--- config.mk ---
export PLATFORM = sky130hd
export DESIGN_NAME = id_stage_decoder
export DESIGN_NICKNAME = d
export VERILOG_FILES = /design/src/rtl/mips_pkg.sv /design/src/rtl/instr_field_decode.sv /design/src/rtl/id_stage_decoder.sv
export SDC_FILE = /design/constraint.sdc
export NUM_CORES = 1
export LEC_CHECK = 0
export ABC_CLOCK_PERIOD_IN_PS = 4100
export CAP_MARGIN = 20
export CORE_ASPECT_RATIO = 0.5
export CORE_UTILIZATION = 41
export CTS_CLUSTER_DIAMETER = 120
export DETAILED_ROUTE_END_ITERATION = 12
export HOLD_SLACK_MARGIN = 0.05
export MAX_ROUTING_LAYER = met4
export PLACE_DENSITY = 0.85
export SYNTH_ARGS = -nofsm -noshare
export SYNTH_HDL_FRONTEND = slang
export SYNTH_SLANG_ARGS = --single-unit
--- constraint.sdc ---
create_clock -name i_clk -period 4.1 [get_ports i_clk]
set_clock_uncertainty 0.1 [all_clocks]
set_input_delay 1.025 -clock i_clk [delete_from_list [all_inputs] [get_ports i_clk]]
set_output_delay 1.025 -clock i_clk [all_outputs]
set_load 0.005 [all_outputs]
--- src/rtl/mips_pkg.sv ---
// Shared MIPS decode constants, the decoded-bundle struct and the DATA_W legality check.
package mips_pkg;

  localparam logic [5:0] OP_RTYPE = 6'h00;
  localparam logic [5:0] OP_J     = 6'h02;
  localparam logic [5:0] OP_JAL   = 6'h03;
  localparam logic [5:0] OP_BEQ   = 6'h04;
  localparam logic [5:0] OP_BNE   = 6'h05;
  localparam logic [5:0] OP_ADDI  = 6'h08;
  localparam logic [5:0] OP_ANDI  = 6'h0C;
  localparam logic [5:0] OP_ORI   = 6'h0D;
  localparam logic [5:0] OP_XORI  = 6'h0E;
  localparam logic [5:0] OP_LUI   = 6'h0F;
  localparam logic [5:0] OP_LW    = 6'h23;
  localparam logic [5:0] OP_SW    = 6'h2B;

  localparam logic [5:0] FN_JR    = 6'h08;

  localparam logic [4:0] REG_RA   = 5'd31;

  // Decoded instruction minus the width-parameterized immediate.
  typedef struct packed {
    logic [5:0]  opcode;
    logic [5:0]  funct;
    logic [4:0]  rs;
    logic [4:0]  rt;
    logic [4:0]  rd;
    logic [4:0]  shamt;
    logic [4:0]  dest;
    logic [25:0] jtarget;
    logic        reg_write;
    logic        mem_read;
    logic        mem_write;
    logic        illegal;
  } dec_t;

  function automatic bit data_w_ok(int w);
    return (w == 32) || (w == 64);
  endfunction

endpackage

--- src/rtl/instr_field_decode.sv ---
// Combinational field extraction, immediate extension and control generation.
module instr_field_decode
  import mips_pkg::*;
#(
  parameter int DATA_W = 32
) (
  input  logic [31:0]       instruction,
  output dec_t              dec,
  output logic [DATA_W-1:0] imm,
  output logic              reads_rt
);

  logic [5:0] op;
  assign op = instruction[31:26];

  // Fields, destination select and control flags.
  always_comb begin
    dec         = '0;
    dec.opcode  = op;
    dec.funct   = instruction[5:0];
    dec.rs      = instruction[25:21];
    dec.rt      = instruction[20:16];
    dec.rd      = instruction[15:11];
    dec.shamt   = instruction[10:6];
    dec.jtarget = instruction[25:0];
    dec.dest    = instruction[20:16];
    case (op)
      OP_RTYPE: begin
        dec.dest      = instruction[15:11];
        dec.reg_write = (instruction[5:0] != FN_JR);
      end
      OP_JAL: begin
        dec.dest      = REG_RA;
        dec.reg_write = 1'b1;
      end
      OP_J, OP_BEQ, OP_BNE: ;
      OP_ADDI, 6'h09, 6'h0A, 6'h0B, OP_ANDI, OP_ORI, OP_XORI, OP_LUI:
        dec.reg_write = 1'b1;
      OP_LW: begin
        dec.reg_write = 1'b1;
        dec.mem_read  = 1'b1;
      end
      OP_SW: dec.mem_write = 1'b1;
      default: dec.illegal = 1'b1;
    endcase
    // Writes to $zero are architecturally dropped.
    if (dec.dest == 5'd0) dec.reg_write = 1'b0;
  end

  // Immediate: zero-extend logical ops, LUI shifts up then sign-extends, rest sign-extend.
  always_comb begin
    case (op)
      OP_ANDI, OP_ORI, OP_XORI: imm = DATA_W'(instruction[15:0]);
      OP_LUI:                   imm = DATA_W'($signed({instruction[15:0], 16'h0000}));
      default:                  imm = DATA_W'($signed(instruction[15:0]));
    endcase
  end

  // Opcodes whose rt is a source operand (matters for load-use detection).
  always_comb begin
    reads_rt = (op == OP_RTYPE) || (op == OP_SW) || (op == OP_BEQ) || (op == OP_BNE);
  end

endmodule

--- src/rtl/id_stage_decoder.sv ---
// ID stage: valid/ready handshake, load-use bubble insertion, flush and the output register.
module id_stage_decoder
  import mips_pkg::*;
#(
  parameter int DATA_W      = 32,
  parameter int ADDR_W      = 32,
  parameter bit LOAD_USE_EN = 1'b1
) (
  input  logic              i_clk,
  input  logic              i_reset,
  input  logic              i_valid,
  output logic              o_ready,
  input  logic [31:0]       i_instruction,
  input  logic [ADDR_W-1:0] i_pc,
  input  logic              i_flush,
  output logic              o_valid,
  input  logic              i_ready,
  output logic [ADDR_W-1:0] o_pc,
  output logic [5:0]        o_opcode,
  output logic [5:0]        o_funct,
  output logic [4:0]        o_rs,
  output logic [4:0]        o_rt,
  output logic [4:0]        o_rd,
  output logic [4:0]        o_shamt,
  output logic [4:0]        o_dest,
  output logic [DATA_W-1:0] o_imm,
  output logic [25:0]       o_jtarget,
  output logic              o_reg_write,
  output logic              o_mem_read,
  output logic              o_mem_write,
  output logic              o_illegal,
  output logic [15:0]       o_stall_count
);

  if (!data_w_ok(DATA_W)) begin : g_bad_data_w
    $error("id_stage_decoder: DATA_W must be 32 or 64");
  end

  dec_t              dec_in, dec_q;
  logic [DATA_W-1:0] imm_in, imm_q;
  logic [ADDR_W-1:0] pc_q;
  logic              reads_rt, vld_q, hazard, in_xfer;
  logic [15:0]       stall_q;

  instr_field_decode #(.DATA_W(DATA_W)) u_dec (
    .instruction (i_instruction),
    .dec         (dec_in),
    .imm         (imm_in),
    .reads_rt    (reads_rt)
  );

  // Held LW whose destination is a source of the incoming instruction.
  assign hazard = LOAD_USE_EN && vld_q && dec_q.mem_read && (dec_q.dest != 5'd0) && i_valid &&
                  ((dec_in.rs == dec_q.dest) || ((dec_in.rt == dec_q.dest) && reads_rt));

  // Flush always drains; otherwise accept when the output slot frees and no hazard.
  assign o_ready = !i_reset && (i_flush || ((!vld_q || i_ready) && !hazard));
  assign in_xfer = i_valid && o_ready && !i_flush;

  // Output register: flush > load > drain (a drain under hazard is a counted bubble).
  always_ff @(posedge i_clk or posedge i_reset) begin
    if (i_reset) begin
      vld_q   <= 1'b0;
      dec_q   <= '0;
      imm_q   <= '0;
      pc_q    <= '0;
      stall_q <= '0;
    end else if (i_flush) begin
      vld_q <= 1'b0;
    end else if (in_xfer) begin
      vld_q <= 1'b1;
      dec_q <= dec_in;
      imm_q <= imm_in;
      pc_q  <= i_pc;
    end else if (vld_q && i_ready) begin
      vld_q <= 1'b0;
      if (hazard && (stall_q != 16'hFFFF)) stall_q <= stall_q + 16'd1;
    end
  end

  assign o_valid       = vld_q;
  assign o_pc          = pc_q;
  assign o_opcode      = dec_q.opcode;
  assign o_funct       = dec_q.funct;
  assign o_rs          = dec_q.rs;
  assign o_rt          = dec_q.rt;
  assign o_rd          = dec_q.rd;
  assign o_shamt       = dec_q.shamt;
  assign o_dest        = dec_q.dest;
  assign o_imm         = imm_q;
  assign o_jtarget     = dec_q.jtarget;
  assign o_reg_write   = vld_q && dec_q.reg_write;
  assign o_mem_read    = vld_q && dec_q.mem_read;
  assign o_mem_write   = vld_q && dec_q.mem_write;
  assign o_illegal     = vld_q && dec_q.illegal;
  assign o_stall_count = stall_q;

endmodule

==> qor.csv, run 1 <==
metric;value;unit
num_vias;4591;
switching_share;25.3;%
p_leak;3.94;nW
synth_fp_nets;599;
root_buffer;clkbuf_16;
synth_ff_type;dfrtp_1;
crit_path_start_kind;input pin;
grt_pass1_wl;25400;um
gp_congestion;0.896;
worst_ep_required_time;2970;ps
area_delta_synth_final;43.0;%
grtUsageMet2;38.9;%
die_area;15300;um2
layout_worst_path_cycle_share;98.0;%
hold_depth;2;
power_frac_clock;38.4;%
final_area;8660;um2
synth_area;6060;um2
placed_cells;866;
synth-edff-count;0;
yosysTopAreaCellShare;50.4;%
overflow;0;
use_met1;25.5;%
reg2regPathDepth;7;
cts.sinks;122;
portBuffers;217;
synth-seq-area-share;50.4;%
power.share.combinational;24.3;%
setup_viol;0;
status;finished, final reports clean;
fin_tns_setup;0;ps
diodes;0;
numCtsBuffers;17;
ios;218;
ys_ff_latch;122;
synth_area_leader_cell;dfrtp_1;
core-area;14000;um2
synth_common_cells;dfrtp_1, buf_4, nand2_1;
syn_avg_cell_area;11.4;um2
grt_pass1_vias;4643;
yosysMostFrequentCell;dfrtp_1;
fp.dieH;87.9;um
clock_latency;410;ps
row_count;30;
cp_max_fo;3;
rsz0062_at_grt;no;
min_period;4020;ps
p_sw;1.06;mW
critPathKind;input pin to output port;
dpl.hpwl;11500;um
critPathCaptureType;output port;
synthDistinctLibCells;47;
grt-busiest-layer;met2;
p_per_area;482;nW/um2
htreeDepth;4;
grtUsageMet3;4.25;%
final_cell_count_no_fill;898;
place_area;8020;um2
cts_tree;done;
cts_buffer_depth;2;
p_int;3.11;mW
hold_viol;0;
dr.pass1.iters;6;
drt.antenna.violating_nets;0;
netlist_instances;529;
drtIter0Drc;222;
start_util;43.4;%
synthArstFlopShare;100;%
max_slew_margin;43.6;%
synth_area_leaders;dfrtp_1, mux2_4, buf_4;
max_freq;249;MHz
hp-class;flop to flop;
tightest_slew;846;ps
r2r_slack;1260;ps
irDropWorstVdd;0.245;mV
grt_max_degree;67;
vias_per_cell;5.11;
nNetsFinal;763;
wl;16500;um
drive_above_1_share;17.0;%
cp_data_arrival_time;2890;ps
p_seq_share;37.2;%
cap_viol_max_count;0;
synth_warnings;0;
clk_pin_slew_worst_paths;50;ps
die_width;174;um
grt_usage;22.4;%
report.final.slew_viol_count;0;
timing.hold.ws;378;ps
drc;0;
wl_per_cell;18.3;um
antenna_found_initial;0;
[power groups by stage]
stage | Clock, mW | Sequential (mW) | Combinational (mW)
after floorplan | 0 | 1.54 | 0.511
after global placement | 0 | 1.55 | 0.982
after detailed placement | 0 | 1.57 | 1.01
after CTS | 1.62 | 1.55 | 1.02
after global routing | 1.69 | 1.58 | 1.07
final | 1.60 | 1.55 | 1.01
[critical path, stage by stage]
cell             delay (ps)
clkdlybuf4s50_1         500
and4b_1                 200
a22o_1                  230
nand4_2                 100
nand2_1                  70
a211oi_1                220
clkdlybuf4s50_1         550
[kinds of logic (layout without fill, tap and decap cells)]
logic type      Yosys count  in the layout  share of synthesized area, %
simple gates            125            125                          10.7
flops                   122            122                          50.4
buf+inv                 107            284                          11.9
compound gates           92             92                          9.15
mux                      57             57                          14.0
xor+xnor                 25             25                          3.62
fa+ha+maj                 1              1                         0.207
[metrics by stage]
| stage | power (mW) | utilization [%] | setup slack [ps] |
|---|---|---|---|
| finish | 4.17 | 62.0 | 82.9 |
| CTS | 4.19 | 62.0 | 87.3 |
| detailed placement | 2.57 | 57.5 | 95.6 |
| floorplan | 2.05 | - | -49.1 |
| global route | 4.34 | 62.0 | 6.70 |
| global placement | 2.53 | 57.5 | 134 |
[layout by cell type, fill, tap and decap left out, types with 2 or more instances in the layout]
| cell | instances |
|---|---|
| clkdlybuf4s50_1 | 217 |
| dfrtp_1 | 122 |
| nand2_1 | 56 |
| mux2_4 | 55 |
| o21ai_1 | 31 |
| xor2_1 | 21 |
| o21ai_0 | 21 |
| buf_4 | 18 |
| a21oi_1 | 17 |
| clkbuf_16 | 17 |
| nor2_1 | 13 |
| inv_1 | 12 |
| nor3_1 | 11 |
| o31ai_1 | 9 |
| and2_1 | 7 |
| nand4_1 | 7 |
| clkinvlp_4 | 7 |
| nand3_1 | 7 |
| nor4_1 | 5 |
| xnor2_1 | 4 |
| a211oi_1 | 4 |
| bufinv_16 | 4 |
| buf_12 | 4 |
| and4_1 | 3 |
| or4_1 | 2 |
| o21a_1 | 2 |
| nand2b_1 | 2 |
| nor4_4 | 2 |
| o41ai_2 | 2 |
| clkinv_4 | 2 |
[routing by layer]
| metal | vias up | share of wire [%] |
|---|---|---|
| met2 | 152 | 52 |
| met4 | 0 | 3.2 |
| met1 | 2310 | 41 |
| met5 | - | 0 |
| met3 | 39 | 4.0 |
| li1 | 2090 | - |
[state kept, by name (all words and copies together) (netlist names)]
signal	count
o_rt	4
o_stall_count	16
o_jtarget	4
o_pc	32
o_valid	1
o_opcode	6
o_shamt	4
o_imm	32
o_rs	5
dec_q	4
o_funct	5
o_dest	5
o_rd	4
[worst paths after layout]
kind	endpoint	startpoint
min in group asynchronous	o_stall_count[12]	i_reset
setup / recovery	o_ready	i_instruction[28]
hold / removal	o_imm[1]	o_imm[1]
hold reg to reg	o_imm[1]	o_imm[1]
setup reg to reg	o_imm[11]	o_dest[1]
max in group asynchronous	o_pc[19]	i_reset
[cell type report]
class	count	area [um2]
Fill cell	1035	5310
Sequential cell	122	3050
Timing Repair Buffer	239	2390
Multi-Input combinational cell	300	2290
Clock buffer	18	439
Tap cell	192	240
Clock inverter	14	196
Inverter	13	52.6
[what timing repair did]
action,4_1_cts,5_1_grt
endpoints found under the setup margin,0,1
setup buffers,0,0
gates resized for setup,0,0
hold buffers,0,0
Note: power is estimated with default switching activity, not from simulation.
==> run 2, diff against run 1 <==
--- a/config.mk
+++ b/config.mk
@@ -8,9 +8,11 @@
 export ABC_CLOCK_PERIOD_IN_PS = 4100
 export CAP_MARGIN = 20
 export CORE_ASPECT_RATIO = 0.5
+export CORE_MARGIN = 4
 export CORE_UTILIZATION = 41
 export CTS_CLUSTER_DIAMETER = 120
 export DETAILED_ROUTE_END_ITERATION = 12
+export GPL_ROUTABILITY_DRIVEN = 0
 export HOLD_SLACK_MARGIN = 0.05
 export MAX_ROUTING_LAYER = met4
 export PLACE_DENSITY = 0.85
==> run 2 against run 1 <==
Core utilization decreased by 3.4 points. Sequential share of layout area increased by 0.77 points. Critical path depth unchanged. Combinational power about the same. Largest cell class unchanged.
==> qor.csv, run 2 (same netlist as run 1, synthesis figures left out) <==
metric;value;unit;change
status;finished, final reports clean;;unchanged
nNetsFinal;756;;was 763
grt_pass1_vias;4586;;was 4643
power_frac_clock;33.9;%;was 38.4%
reg2regPathDepth;6;;was 7
critPathCaptureType;output port;;unchanged
fp.dieH;93.9;um;was 87.9 um
seq_area;3050;um2;unchanged
utilization;58.6;%;was 62.0%
start_util;41.9;%;was 43.4%
cts_setup_buffers;0;;unchanged
root_buffer;clkbuf_16;;unchanged
max_slew_margin;44.4;%;was 43.6%
drive_above_1_share;15.1;%;was 17.0%
rsz0062_at_grt;no;;unchanged
p_seq_share;40.1;%;was 37.2%
cap_viol_max_count;0;;unchanged
tightest_slew;834;ps;was 846 ps
htreeDepth;4;;unchanged
grt_pass1_wl;24900;um;was 25400 um
final_cell_count_no_fill;892;;was 898
area_delta_synth_final;39.9;%;was 43.0%
worst_ep_required_time;2970;ps;about the same
drt.antenna.violating_nets;0;;unchanged
portBuffers;217;;unchanged
power;3.85;mW;was 4.17 mW
vias_per_cell;5.05;;was 5.11
antenna_found_initial;0;;unchanged
p_leak;3.86;nW;was 3.94 nW
hp-class;flop to flop;;unchanged
cp_max_fo;3;;unchanged
grt_max_degree;74;;was 67
p_sw;962;uW;was 1.06 mW
overflow;0;;unchanged
dpl_worst_slack;88.5;ps;was 95.6 ps
irDropWorstVdd;0.330;mV;was 0.245 mV
nFillCells;1112;;was 1035
cts_hold_buf;0;;unchanged
final_area;8470;um2;was 8660 um2
core-area;14500;um2;was 14000 um2
placed_cells;865;;was 866
cp_data_arrival_time;2900;ps;was 2890 ps
report.final.slew_viol_count;0;;unchanged
setup_ws;72.1;ps;was 82.9 ps
cts_buffer_depth;2;;unchanged
cts_resized;0;;unchanged
die_area;16900;um2;was 15300 um2
hold_depth;2;;unchanged
grt_usage;19.0;%;was 22.4%
multi_input_area;2290;um2;unchanged
final_cell_mix;clkdlybuf4s50_1, dfrtp_1, nand2_1;;unchanged
timing.hold.ws;375;ps;was 378 ps
p_int;2.89;mW;was 3.11 mW
numCtsBuffers;17;;unchanged
num_vias;4504;;was 4591
mostFrequentLayoutCell;clkdlybuf4s50_1;;unchanged
ios;218;;unchanged
dr.pass1.iters;5;;was 6
clock_latency;400;ps;was 410 ps
critPathKind;input pin to output port;;unchanged
place_area;7970;um2;was 8020 um2
die_width;180;um;was 174 um
min_period;4030;ps;was 4020 ps
crit_path_start_kind;input pin;;unchanged
fin_tns_setup;0;ps;unchanged
power.share.combinational;26.0;%;was 24.3%
clk_pin_slew_worst_paths;50;ps;about the same
dpl.hpwl;11600;um;was 11500 um
cts_tree;done;;unchanged
cts.sinks;122;;unchanged
p_per_area;455;nW/um2;was 482 nW/um2
setup_viol;0;;unchanged
hold_viol;0;;unchanged
max_freq;248;MHz;was 249 MHz
switching_share;25.0;%;was 25.3%
diodes;0;;unchanged
drc;0;;unchanged
layout_worst_path_cycle_share;98.2;%;was 98.0%
row_count;31;;was 30
drtIter0Drc;313;;was 222
wl;16000;um;was 16500 um
wl_per_cell;17.9;um;was 18.3 um
[run 2: cell types whose count changed in the layout (fill, tap and decap cells not counted)]
cell / previous run / this run
bufinv_16: 4 / 0
clkbuf_1: 0 / 3
buf_12: 4 / 3
buf_4: 18 / 12
clkinv_2: 1 / 2
clkbuf_8: 1 / 4
clkinv_4: 2 / 0
clkinvlp_4: 7 / 2
inv_6: 1 / 0
[run 2: cell type report]
class                   count  area share, %
clock buffers              24           5.80
clock inverters             3          0.207
inverters                  13          0.620
multi-input cells         300           27.0
flip-flops and latches    122           36.0
well taps                 198           2.92
repair buffers            232           27.4
[run 2: power groups by stage]
| stage | Combinational, mW | Clock [mW] | Sequential [mW] |
|---|---|---|---|
| floorplan | 0.511 | 0 | 1.54 |
| detailed placement | 1.01 | 0 | 1.56 |
| finish | 1.00 | 1.31 | 1.54 |
| global route | 1.06 | 1.40 | 1.57 |
| global placement | 0.984 | 0 | 1.55 |
| CTS | 1.01 | 1.34 | 1.55 |
[run 2: per-layer routing]
metal	routed length, um	GRT usage [%]	vias up
met5	0	-	-
met4	403	7.48	0
met3	655	3.29	27
met2	8600	33.6	132
met1	6300	21.9	2277
li1	-	-	2068
[run 2: final timing paths]
path / startpoint / endpoint / slack, ps
min reg2reg: dec_q[1] / dec_q[1] / 380
min: dec_q[1] / dec_q[1] / 380
max reg2reg: o_dest[2] / o_stall_count[1] / 1260
min in group asynchronous: i_reset / o_stall_count[12] / 1150
max: i_instruction[28] / o_ready / 70
max in group asynchronous: i_reset / o_pc[21] / 1430
[run 2: critical path, stage by stage]
cell and delay (ps):
clkdlybuf4s50_1 490, and4b_1 200, a22o_1 230, nand4_2 100, nand2_1 60, a211oi_1 250
clkdlybuf4s50_1 550
==> run 3, diff against run 2 <==
--- a/config.mk
+++ b/config.mk
@@ -6,7 +6,7 @@
 export NUM_CORES = 1
 export LEC_CHECK = 0
 export ABC_CLOCK_PERIOD_IN_PS = 4100
-export CAP_MARGIN = 20
+export CAP_MARGIN = 40
 export CORE_ASPECT_RATIO = 0.5
 export CORE_MARGIN = 4
 export CORE_UTILIZATION = 41
==> results of run 3 <==
Same layout as run 2: the final DEF is identical, and so are final timing and power.
==> RTL edit (settings of run 2) <==
Change the parameter `ADDR_W` from 32 to 16.
--- a/src/rtl/id_stage_decoder.sv
+++ b/src/rtl/id_stage_decoder.sv
@@ -3,7 +3,7 @@
   import mips_pkg::*;
 #(
   parameter int DATA_W      = 32,
-  parameter int ADDR_W      = 32,
+  parameter int ADDR_W      = 16,
   parameter bit LOAD_USE_EN = 1'b1
 ) (
   input  logic              i_clk,
Interface: changed (resized i_pc and o_pc); port bits go from 218 to 186. No check against the original RTL was run, so the function may have changed too.
==> RTL edit against run 2 <==
- setup slack better by 52 ps
- power fell by 18%
- utilization grew 1.4 points
- design area shrank 15%
- maximum frequency increased by 1.3%
- synthesized area decreased by 15%
- wire length is 9.3% lower
- first-iteration DRC count shrank 25%
- sequential cell count fell by 16
- global-route usage grew 1.2 points
- via count decreased by 8.5%
- die area down 14%
==> RTL edit: results (changes against run 2) <==
| Metric | Value |
|---|---|
| Status | `complete, no violations` |
| R2R Path Start | `o_dest[1]` |
| Register area share after synthesis | `51.6% (+1.2 points)` |
| Grt met2 use | `34.2% (+0.60 points)` |
| Global-route wire length before repair | `22.6 mm (-9.1%)` |
| Share of cells above drive strength 1 | `15.6% (+0.44 points)` |
| Vias in the first global route | `4293 (-6.4%)` |
| Detailed Place HPWL | `10.7 mm (-8.3%)` |
| Drt pass-1 iters | `5 (unchanged)` |
| Arrival time at the worst endpoint | `2850 ps (-50 ps)` |
| Leakage | `3.11 nW (-20%)` |
| Finished Layout Cells | `788 (-12%)` |
| Buffers on Ports | `185 (-15%)` |
| Syn Nets | `540 (-9.8%)` |
| Largest net degree at the start of global routing | `59 (-20%)` |
| Post-synth ARST share | `100% (unchanged)` |
| Met1 Use GR | `23.9% (+2.0 points)` |
| Hold Startpoint | `o_imm[25]` |
| Clock latency on the worst-skew pair | `350 ps (-50 ps)` |
| Clk buf depth | `2 (unchanged)` |
| Worst hold endpoint | `o_imm[25]` |
| TritonCTS buffer count | `9 (-8)` |
| Worst-path clk slew | `60 ps` |
| H-tree depth reported by CTS | `3 (-1)` |
| Worst reg2reg path depth | `9 (+3)` |
| Worst R2R Setup Slack | `1220 ps (-40 ps)` |
| GRT Util Overall | `20.1% (+1.2 points)` |
| Peak VDD IR | `0.262 mV (-21%)` |
| Synth cell count leaders | `106 x dfrtp_1, 63 x buf_4, 58 x o21ai_0` |
| Synth cell types | `40 (-15%)` |
| Multiplexer share of the synthesized area | `11.1% (-2.9 points)` |
| Synth Warn # | `0 (unchanged)` |
| Post-DP Area | `6830 um^2 (-14%)` |
| Layout fillers | `950 (-15%)` |
| Placed cells | `771 (-11%)` |
| Vias per cell | `5.23 (+3.5%)` |
| Worst R2R End | `o_imm[20]` |
| Compound-gate portion of the synthesized area | `9.30% (+0.14 points)` |
| Adder-cell area share of the yosys netlist | `0.243% (+0.037 points)` |
| DRT iter0 DRCs | `235 (-25%)` |
| Design area | `7210 um^2 (-15%)` |
| Post-synthesis xor/xnor area fraction | `4.26% (+0.64 points)` |
| Initial antenna violation count | `0 (unchanged)` |
| Worst Tran Pin Value | `913 ps (+79.3 ps)` |
| Total wire length | `14.5 mm (-9.3%)` |
| Syn Area/Cell | `10.6 um^2 (-7.6%)` |
| Synth area leaders | `dfrtp_1 52%, mux2_2 11%, buf_4 9.2%, o21ai_0 5.6%, nand2_1 3.6%` |
| Met3 Usage GRT | `3.45% (+0.16 points)` |
| Nets | `672 (-11%)` |
==> RTL edit: cell types whose count changed after synthesis, moves of 4 or more <==
cell	change
nand2_1	-7
clkbuf_1	+5
a211oi_1	-4
inv_1	-8
o31ai_1	-8
buf_6	-7
o21ai_1	-31
dfrtp_1	-16
mux2_2	+47
o21ai_0	+37
mux2_4	-53
==> RTL edit: cells by family (layout without fill, tap and decap cells) <==
kind of cell	after synthesis	after routing
muxes	50	50
adders and majority gates	1	1
and+or+nand+nor	122	122
AOI/OAI and AO/OA	88	88
buffers and inverters	94	231
DFF	106	106
xor gates and xnor gates	25	25
==> RTL edit: timing repair <==
item	CTS	global route
gates resized for setup	5	0
setup endpoints to repair	1	0
setup buffers	1	0
==> RTL edit: cell type report <==
cell class | instances | area share (%)
Clock inverter | 5 | 1.51
Clock buffer | 11 | 3.51
Sequential cell | 106 | 36.8
Multi-Input combinational cell | 286 | 26.2
Tap cell | 165 | 2.86
Inverter | 5 | 0.312
Timing Repair Buffer | 210 | 28.8
==> RTL edit: how the worst max path moves through the flow <==
stage                     cells past startpoint         end  slack [ps]               from
after floorplan                               6  o_funct[0]          90            i_reset
after global placement                        9     o_ready         -60  i_instruction[25]
after detailed placement                      9     o_ready         -90  i_instruction[21]
after CTS                                     9     o_ready         120  i_instruction[26]
after global routing                          9     o_ready          40  i_instruction[27]
final                                         9     o_ready         120  i_instruction[27]
==> RTL edit: where the power goes <==
| part | internal [mW] | switching [mW] |
|---|---|---|
| logic | 0.534 | 0.285 |
| clock network | 0.635 | 0.392 |
| registers | 1.21 | 0.120 |
| total | 2.38 | 0.796 |
==> RTL edit: worst max-delay path, stage by stage <==
cell	delay (ps)
clkdlybuf4s50_1	510
and4b_1	220
a22oi_1	110
nor4b_2	290
buf_4	170
o21ai_1	70
a21oi_1	140
nor2_1	50
dlygate4sd2_1	260
==> RTL edit: stage by stage <==
step	setup WS [ps]	hold WS [ps]	setup TNS (ps)
3_3_place_gp	-61.2	362	-61.2
6_report	124	379	0
4_1_cts	121	384	0
2_1_floorplan	88.6	340	0
3_5_place_dp	-92.8	370	-92.8
5_1_grt	37.7	393	0
==> RTL edit: routing by layer <==
layer  share of wire, %  vias up  wire length [um]
met5                  0        -                 0
met4                3.7        0               539
met3                4.0       41               576
met2                 52      141              7530
met1                 40     2053              5830
li1                   -     1884                 -
